<file path="src/rtl/cpu_bus_master.sv">
// cpu_bus_master
//
// Arbitrates between NREQ internal requesters and runs one complete
// configuration-bus cycle at a time. The bus speaks either Intel protocol
// (BusMode=1: separate active-low read/write strobes, active-high Rdy) or
// Motorola protocol (BusMode=0: active-low data strobe, R/W level,
// active-low Dtack). The mode is sampled once per transaction, at grant.
//
// Ports
//   clk, rst          clock, synchronous active-high reset
//   cfg_bus_mode      protocol select, sampled at grant
//   req_valid/ready   per-requester request handshake (ready is a 1-cycle one-hot pulse)
//   req_write         per-requester direction, 1=write
//   req_addr          packed addresses, requester i at [i*AW +: AW]
//   req_wdata         packed write data, requester i at [i*DW +: DW]
//   resp_valid        1-cycle completion pulse with resp_id/resp_rdata/resp_err
//   BusMode..Wr_RW    bus outputs to the peripheral (all registered)
//   DataOut           read data from the peripheral
//   Rdy_Dtack         acknowledge from the peripheral (polarity depends on mode)
//   busy              high whenever a transaction is in progress

module cpu_bus_master #(
  parameter int unsigned NREQ    = 2,
  parameter int unsigned AW      = 24,
  parameter int unsigned DW      = 16,
  parameter int unsigned TIMEOUT = 16
) (
  input  logic                     clk,
  input  logic                     rst,
  input  logic                     cfg_bus_mode,
  input  logic [NREQ-1:0]          req_valid,
  output logic [NREQ-1:0]          req_ready,
  input  logic [NREQ-1:0]          req_write,
  input  logic [NREQ*AW-1:0]       req_addr,
  input  logic [NREQ*DW-1:0]       req_wdata,
  output logic                     resp_valid,
  output logic [$clog2(NREQ)-1:0]  resp_id,
  output logic [DW-1:0]            resp_rdata,
  output logic                     resp_err,
  output logic                     BusMode,
  output logic [AW-1:0]            Addr,
  output logic                     Sel,
  output logic [DW-1:0]            DataIn,
  output logic                     Rd_DS,
  output logic                     Wr_RW,
  input  logic [DW-1:0]            DataOut,
  input  logic                     Rdy_Dtack,
  output logic                     busy
);

  localparam int unsigned IDW = $clog2(NREQ);
  localparam int unsigned CW  = $clog2(TIMEOUT);
  localparam logic [CW-1:0] CntLast = CW'(TIMEOUT - 1);

  typedef enum logic [2:0] {
    StIdle,
    StSetup,
    StStrobe,
    StRelease,
    StResp
  } state_e;

  state_e           state_q;
  logic [IDW-1:0]   ptr_q;     // last granted requester
  logic [IDW-1:0]   id_q;
  logic             wr_q;
  logic [CW-1:0]    cnt_q;     // strobe / release wait counter
  logic [DW-1:0]    rdata_q;
  logic             err_q;

  logic             ack;
  logic             grant_found;
  logic [IDW-1:0]   grant_id;
  int unsigned      idx;

  // Normalise the acknowledge to active-high using the mode latched at grant.
  assign ack  = BusMode ? Rdy_Dtack : ~Rdy_Dtack;
  assign busy = (state_q != StIdle);

  // Round-robin search: start just after the last grant and wrap.
  always_comb begin
    grant_found = 1'b0;
    grant_id    = '0;
    idx         = 0;
    for (int unsigned k = 1; k <= NREQ; k++) begin
      idx = (32'(ptr_q) + k) % NREQ;
      if (!grant_found && req_valid[IDW'(idx)]) begin
        grant_found = 1'b1;
        grant_id    = IDW'(idx);
      end
    end
  end

  // Accept is combinational so valid&ready meet on the IDLE cycle itself.
  always_comb begin
    req_ready = '0;
    if (!rst && state_q == StIdle && grant_found) begin
      req_ready = NREQ'(1) << grant_id;
    end
  end

  always_ff @(posedge clk) begin
    if (rst) begin
      state_q    <= StIdle;
      ptr_q      <= IDW'(NREQ - 1);
      id_q       <= '0;
      wr_q       <= 1'b0;
      cnt_q      <= '0;
      rdata_q    <= '0;
      err_q      <= 1'b0;
      BusMode    <= 1'b1;
      Addr       <= '0;
      Sel        <= 1'b1;
      DataIn     <= '0;
      Rd_DS      <= 1'b1;
      Wr_RW      <= 1'b1;
      resp_valid <= 1'b0;
      resp_id    <= '0;
      resp_rdata <= '0;
      resp_err   <= 1'b0;
    end else begin
      resp_valid <= 1'b0;
      unique case (state_q)
        StIdle: begin
          if (grant_found) begin
            ptr_q   <= grant_id;
            id_q    <= grant_id;
            wr_q    <= req_write[grant_id];
            rdata_q <= '0;
            err_q   <= 1'b0;
            cnt_q   <= '0;
            BusMode <= cfg_bus_mode;
            Addr    <= req_addr[grant_id*AW +: AW];
            if (req_write[grant_id]) begin
              DataIn <= req_wdata[grant_id*DW +: DW];
            end
            Sel     <= 1'b0;
            // Motorola R/W level is set up a cycle ahead of the data strobe.
            Wr_RW   <= cfg_bus_mode ? 1'b1 : ~req_write[grant_id];
            state_q <= StSetup;
          end
        end

        StSetup: begin
          if (BusMode) begin
            Rd_DS <= wr_q;
            Wr_RW <= ~wr_q;
          end else begin
            Rd_DS <= 1'b0;
          end
          cnt_q   <= '0;
          state_q <= StStrobe;
        end

        StStrobe: begin
          if (ack) begin
            if (!wr_q) begin
              rdata_q <= DataOut;
            end
            Sel     <= 1'b1;
            Rd_DS   <= 1'b1;
            Wr_RW   <= 1'b1;
            cnt_q   <= '0;
            state_q <= StRelease;
          end else if (cnt_q == CntLast) begin
            err_q   <= 1'b1;
            rdata_q <= '0;
            Sel     <= 1'b1;
            Rd_DS   <= 1'b1;
            Wr_RW   <= 1'b1;
            cnt_q   <= '0;
            state_q <= StRelease;
          end else begin
            cnt_q <= cnt_q + 1'b1;
          end
        end

        StRelease: begin
          if (!ack || cnt_q == CntLast) begin
            // Ack still high on the last allowed cycle means a stuck peripheral.
            resp_valid <= 1'b1;
            resp_id    <= id_q;
            resp_err   <= err_q | ack;
            resp_rdata <= ack ? '0 : rdata_q;
            state_q    <= StResp;
          end else begin
            cnt_q <= cnt_q + 1'b1;
          end
        end

        StResp: begin
          state_q <= StIdle;
        end

        default: begin
          state_q <= StIdle;
        end
      endcase
    end
  end

endmodule

</file>
<file path="config.mk">
export PLATFORM = sky130hd
export DESIGN_NAME = cpu_bus_master
export DESIGN_NICKNAME = d
export VERILOG_FILES = /design/src/rtl/cpu_bus_master.sv
export SDC_FILE = /design/constraint.sdc
export NUM_CORES = 1
export LEC_CHECK = 0
export CORE_MARGIN = 4
export CORE_UTILIZATION = 45
export CTS_CLUSTER_DIAMETER = 200
export DETAILED_ROUTE_END_ITERATION = 10
export GPL_ROUTABILITY_DRIVEN = 0
export MAX_ROUTING_LAYER = met4
export PLACE_DENSITY = 0.95
export SLEW_MARGIN = 5
export SYNTH_ARGS = -nofsm -noshare
export SYNTH_HDL_FRONTEND = slang
export SYNTH_SLANG_ARGS = --single-unit
</file>
<file path="constraint.sdc">
create_clock -name clk -period 4.15 [get_ports clk]
set_clock_uncertainty 0.05 [all_clocks]
set_input_delay 0.415 -clock clk [delete_from_list [all_inputs] [get_ports clk]]
set_output_delay 0.415 -clock clk [all_outputs]
set_load 0.05 [all_outputs]
</file>
==> qor.yml, run 1 <==
run_status:
  status: "finished clean"
synthesis:
  muxShareOfSynthArea_pct: 15.0
  synth-edff-count: 0
  synth_fa_ha_area_share_pct: 0.323
  mappedNetlistNets: 525
  yosys_warnings: 0
  yosysTopAreaCellShare_pct: 46.6
  syn_inst: 420
  synth-compound-area-share_pct: 19.5
  synth-seq-area-share_pct: 46.6
  synth_area_leaders: "dfxtp_1 47%, mux2i_1 15%, a211oi_1 8.0%"
  synth_top_family_by_area: "compound AO/OA/AOI/OAI gates"
  yosysMostFrequentCell: "dfxtp_1"
  synth_xor_area_share_pct: 1.07
  synth_ff_type: "dfxtp_1"
  synth_cell_types: 42
  async_flop_share_pct: 0
  synth_seq_cells: 90
  avgSynthCellArea_um2: 9.21
  ys_top_cells_by_count: "90 x dfxtp_1, 57 x mux2i_1, 51 x nor2_1"
  synth-simple-area-share_pct: 13.0
  syn-cell-area_um2: 3870
  synth_top_area_cell: "dfxtp_1"
placed_design:
  dp_slack_ns: 1.31
  portBuffers: 169
  dpl-instance-area_um2: 5590
  hpwlAfterDp_mm: 8.75
sta:
  whs_ns: 0.416
  rsz0062_at_grt: "false"
  slew_viol_final: 0
  tightest_slew_ns: 1.12
  max_slew_margin_pct: 24.8
  setup_viol: 0
  setup_tns_ns: 0
  max_freq_mhz: 305
  fin_crit_ns: 3.28
  worst_slack_ns: 0.871
  fin_crit_sh_pct: 79.0
  hold_viol_final: 0
clock_tree:
  cts_buffers: 9
  post_cts_buffers: 0
  clk_path_buf_depth: 2
  htreeDepth: 3
  ctsHoldBuffers: 0
  cts_tree: "done"
  path_clk_slew_ns: 0.10
  insertion_delay_ns: 0.35
  cts_resized: 0
  clock-root-buffer: "clkbuf_8"
  cts_sinks: 90
critical_path:
  r2r-start: "BusMode$_SDFFE_PP1N_"
  cp_max_fo: 11
  endpoint_kind: "primary output"
  cp.arrival_ns: 2.81
  cp.required_ns: 3.68
  r2r_cells: 4
  start_kind: "register"
  r2r_slack_ns: 1.83
  r2r_end: "rdata_q[11]$_SDFFE_PP0P_"
  worstSetupPathType: "reg -> out"
layout:
  drive_gt1_share_pct: 4.86
  syn2layout_area_growth_pct: 49.4
  nets: 676
  final_cell_area_um2: 5780
  fin_util_pct: 69.7
  n_antenna_cell: 0
global_route:
  antenna_found_initial: 0
  grt_pass1_vias: 3855
  grt.busiest_layer: "met2"
  grt_max_degree: 67
  met1_usage_pct: 27.3
  grt.overflow.total: 0
  met3_usage_pct: 5.19
  grt.total_usage_pct: 23.7
  grt_pass1_wl_mm: 18.5
  grt_use_met2_pct: 41.1
route:
  drtAntennaViolNets: 0
  avgViaCountPerCell: 5.62
  vias: 3828
  routed_wl_mm: 11.8
  routedWlPerCell_um: 17.3
  firstDrtPassIters: 6
  drcViolationCount: 0
  drt_iter0_drc: 197
worst_hold_path:
  holdPathStages: 2
  hp-class: "reg -> reg"
  hold_end: "rdata_q[8]$_SDFFE_PP0P_"
  hp-start: "rdata_q[8]$_SDFFE_PP0P_"
die:
  die_h_um: 101
  start_util_pct: 46.6
  core_um2: 8300
  io_pins: 170
  die-area_um2: 10100
  die_w_um: 101
  fp-row-count: 33
power_and_ir_drop:
  power_density_nw_per_um2: 446
  power.leakage_nw: 2.14
  vdd_drop_max_mv: 0.234
flow_run:
  cap_violations: 0
-- state kept, by name, indices dropped and copies added (netlist names) --
register and flops:
Addr 24, DataIn 16, rdata_q 16, resp_rdata 16, cnt_q 4, state_q 3, BusMode 1, Rd_DS 1
Sel 1, Wr_RW 1, err_q 1, id_q 1, ptr_q 1, resp_err 1, resp_id 1, resp_valid 1
wr_q 1
-- where the power goes --
part	internal (mW)	switching, mW
combinational	0.366	0.598
sequential	0.955	0.0642
clock	0.283	0.313
-- how the worst max path moves through the flow --
| stage | end | depth (start not counted) | slack, ns | startpoint |
|---|---|---|---|---|
| 3_5_place_dp | req_ready[0] | 4 | 1.31 | state_q[0]$_SDFFE_PP0P_ |
| 3_3_place_gp | req_ready[0] | 4 | 1.34 | req_valid[0] |
| 2_1_floorplan | req_ready[0] | 4 | 1.45 | state_q[1]$_SDFFE_PP0P_ |
| 4_1_cts | req_ready[0] | 4 | 0.89 | state_q[0]$_SDFFE_PP0P_ |
| 5_1_grt | req_ready[0] | 4 | 0.66 | state_q[0]$_SDFFE_PP0P_ |
| 6_report | req_ready[0] | 4 | 0.87 | state_q[0]$_SDFFE_PP0P_ |
-- kinds of logic after synthesis --
kind of cell | Yosys count
compound gates | 109
simple gates | 118
buf+inv | 41
fa+ha+maj | 1
mux | 58
flops | 90
xor+xnor | 3
-- cell usage in the layout (no fill, tap or decap), drive strengths merged, types with 2 or more instances in the layout --
cell           count
nor2              51
a211oi            41
a21oi             29
and2               2
dfxtp             90
o21ai              7
a21o               2
buf                6
a22oi             17
nand4              3
nor4               2
o211ai             2
nand2             44
nor3               7
inv                8
xnor2              2
clkdlybuf4s50    168
clkinv             2
nor2b              2
mux2i             57
o31ai              2
nand3              2
o311ai             2
clkbuf            11
and3               2
-- final cells by class --
class                      instances  area, µm²
clock buffer                      11        131
fill                             608       2520
sequential                        90       1800
timing repair buffer             174       1720
clock inverter                     5       63.8
multi-input combinational        289       1900
inverter                           7       26.3
tap                              105        131
-- through the flow --
| step | cells | power, mW |
|---|---|---|
| CTS | 681 | 2.59 |
| detailed placement | 665 | 2.00 |
| finish | 681 | 2.58 |
| global placement | 665 | 1.97 |
| global route | 681 | 2.70 |
| floorplan | 420 | 1.66 |
-- metal layers --
metal / vias up / part of all wire [%]
li1: 1804 / -
met1: 1804 / 41
met2: 202 / 50
met3: 18 / 8.3
met4: 0 / 1.2
met5: - / 0
-- worst max-delay path, stage by stage (launching register included) --
cell             delay (ns)
dfxtp_1                0.44
nor3_1                 0.51
o21ai_0                0.39
nor3_1                 0.27
clkdlybuf4s50_1        0.85
No activity file was read; power rests on OpenSTA's default activity.
==> inputs of run 2 (changes only) <==
- CORE_UTILIZATION: 45 -> 42
- PLACE_DENSITY: 0.95 -> 0.91
- clock period: 4.15 -> 3.4 ns (I/O delays scaled with it)
==> qor.yml, run 2 (synthesized netlist as in run 1, its figures left out) <==
worst_hold_path:
  hp-class: "reg -> reg"
flow_run:
  cap_violations: 0
clock_tree:
  clk_path_buf_depth: 2
  htreeDepth: 3
  cts_sinks: 90
  ctsHoldBuffers: 0
  path_clk_slew_ns: 0.10
  insertion_delay_ns: 0.36
  clock-root-buffer: "clkbuf_8"
  cts_tree: "done"
  cts_buffers: 9
sta:
  setup_tns_ns: 0
  max_slew_margin_pct: 28.1
  setup_viol: 0
  fin_crit_ns: 3.05
  tightest_slew_ns: 1.07
  rsz0062_at_grt: "false"
  slew_viol_final: 0
  max_freq_mhz: 328
  worst_slack_ns: 0.351
  hold_viol_final: 0
  fin_crit_sh_pct: 89.7
die:
  die_h_um: 104
  die-area_um2: 10800
  start_util_pct: 43.7
  io_pins: 170
  die_w_um: 104
  fp-row-count: 34
  core_um2: 8850
route:
  drtAntennaViolNets: 0
  routedWlPerCell_um: 16.6
  firstDrtPassIters: 4
  vias: 3694
  avgViaCountPerCell: 5.38
  drcViolationCount: 0
  routed_wl_mm: 11.4
  drt_iter0_drc: 119
layout:
  fillers: 722
  n_antenna_cell: 0
  final_cell_mix: "167 x clkdlybuf4s50_1, 90 x dfxtp_1, 57 x mux2i_1"
  largest_register_ffs: 24
  top_register: "Addr"
  drive_gt1_share_pct: 5.71
  nets: 678
  fin_util_pct: 65.4
  syn2layout_area_growth_pct: 49.5
  mostFrequentLayoutCell: "clkdlybuf4s50_1"
power_and_ir_drop:
  p_sw_mw: 1.19
  power_density_nw_per_um2: 533
  power.leakage_nw: 2.15
  switching_share_pct: 38.7
  sequentialPowerShare_pct: 40.4
  clockPowerShare_pct: 21.9
  vdd_drop_max_mv: 0.229
  internal_power_mw: 1.89
  combPwrFrac_pct: 37.7
placed_design:
  portBuffers: 169
  dp_slack_ns: 0.590
  hpwlAfterDp_mm: 8.40
global_route:
  grt_pass1_wl_mm: 18.5
  antenna_found_initial: 0
  grt.total_usage_pct: 21.4
  grt.overflow.total: 0
  grt_max_degree: 73
  grt_pass1_vias: 3672
critical_path:
  cp_max_fo: 11
  endpoint_kind: "primary output"
  cp.arrival_ns: 2.66
  worstSetupPathType: "reg -> out"
  start_kind: "register"
  cp.required_ns: 3.01
run_status:
  status: "finished clean"
## run 2: cell count changes in the layout (fill, tap and decap cells not counted)
cell	delta
clkinv_4	-1
clkbuf_1	-1
nor3_2	+1
nor3_1	-1
bufinv_16	-1
inv_6	+2
buf_4	+3
clkinv_2	+1
clkdlybuf4s50_1	-1
## run 2: worst paths after layout
kind | startpoint | endpoint | slack [ns] | depth (start not counted)
worst max-delay path | state_q[0]$_SDFFE_PP0P_ | req_ready[0] | 0.35 | 4
worst min-delay path | rdata_q[2]$_SDFFE_PP0P_ | rdata_q[2]$_SDFFE_PP0P_ | 0.42 | 2
worst max register to register | state_q[0]$_SDFFE_PP0P_ | resp_rdata[13]$_SDFFE_PP0P_ | 1.21 | 4
worst min register to register | rdata_q[2]$_SDFFE_PP0P_ | rdata_q[2]$_SDFFE_PP0P_ | 0.42 | 2
## run 2: per-stage QoR
step	hold WS, ns	instance area [µm²]	cells	power, mW
2_1_floorplan	0.386	3870	420	2.02
3_3_place_gp	0.395	5600	670	2.40
3_5_place_dp	0.406	5600	670	2.43
4_1_cts	0.419	5780	686	3.10
5_1_grt	0.433	5780	686	3.23
6_report	0.419	5780	686	3.08
## run 2: area by class of cell
| type | count | area, µm² | share of cell area, % |
|---|---|---|---|
| Multi-Input combinational cell | 289 | 1910 | 33.0 |
| Sequential cell | 90 | 1800 | 31.1 |
| Timing Repair Buffer | 176 | 1740 | 30.0 |
| Tap cell | 108 | 135 | 2.34 |
| Clock buffer | 10 | 128 | 2.21 |
| Clock inverter | 6 | 47.5 | 0.822 |
| Inverter | 7 | 26.3 | 0.454 |
## run 2: power groups by stage
stage / Combinational (mW) / Sequential (mW) / Clock, mW
finish: 1.16 / 1.24 / 0.675
global route: 1.24 / 1.26 / 0.736
CTS: 1.17 / 1.24 / 0.690
detailed placement: 1.17 / 1.27 / 0
global placement: 1.14 / 1.26 / 0
floorplan: 0.456 / 1.57 / 0
## run 2: critical path: stages (launching register included)
cell and delay (ns):
dfxtp_1 0.44, nor3_2 0.38, o21ai_0 0.33, nor3_1 0.28, clkdlybuf4s50_1 0.87
## run 2: per-layer routing
metal	track usage (%)	up-vias	share of wire [%]
met1	24.0	1700	40
met3	6.08	17	7.4
met4	6.46	0	1.5
li1	-	1816	-
met2	37.0	161	51
met5	-	-	0
## run 2: timing repair
action | in CTS | in global routing
buffers inserted | 0 | 0
resized for setup | 0 | 1
endpoints found under the setup margin | 0 | 1
==> inputs of run 3 (changes only) <==
- ABC_CLOCK_PERIOD_IN_PS: not set -> 3400
==> results of run 3 <==
No change in the layout: final DEF, timing and power equal those of run 2.
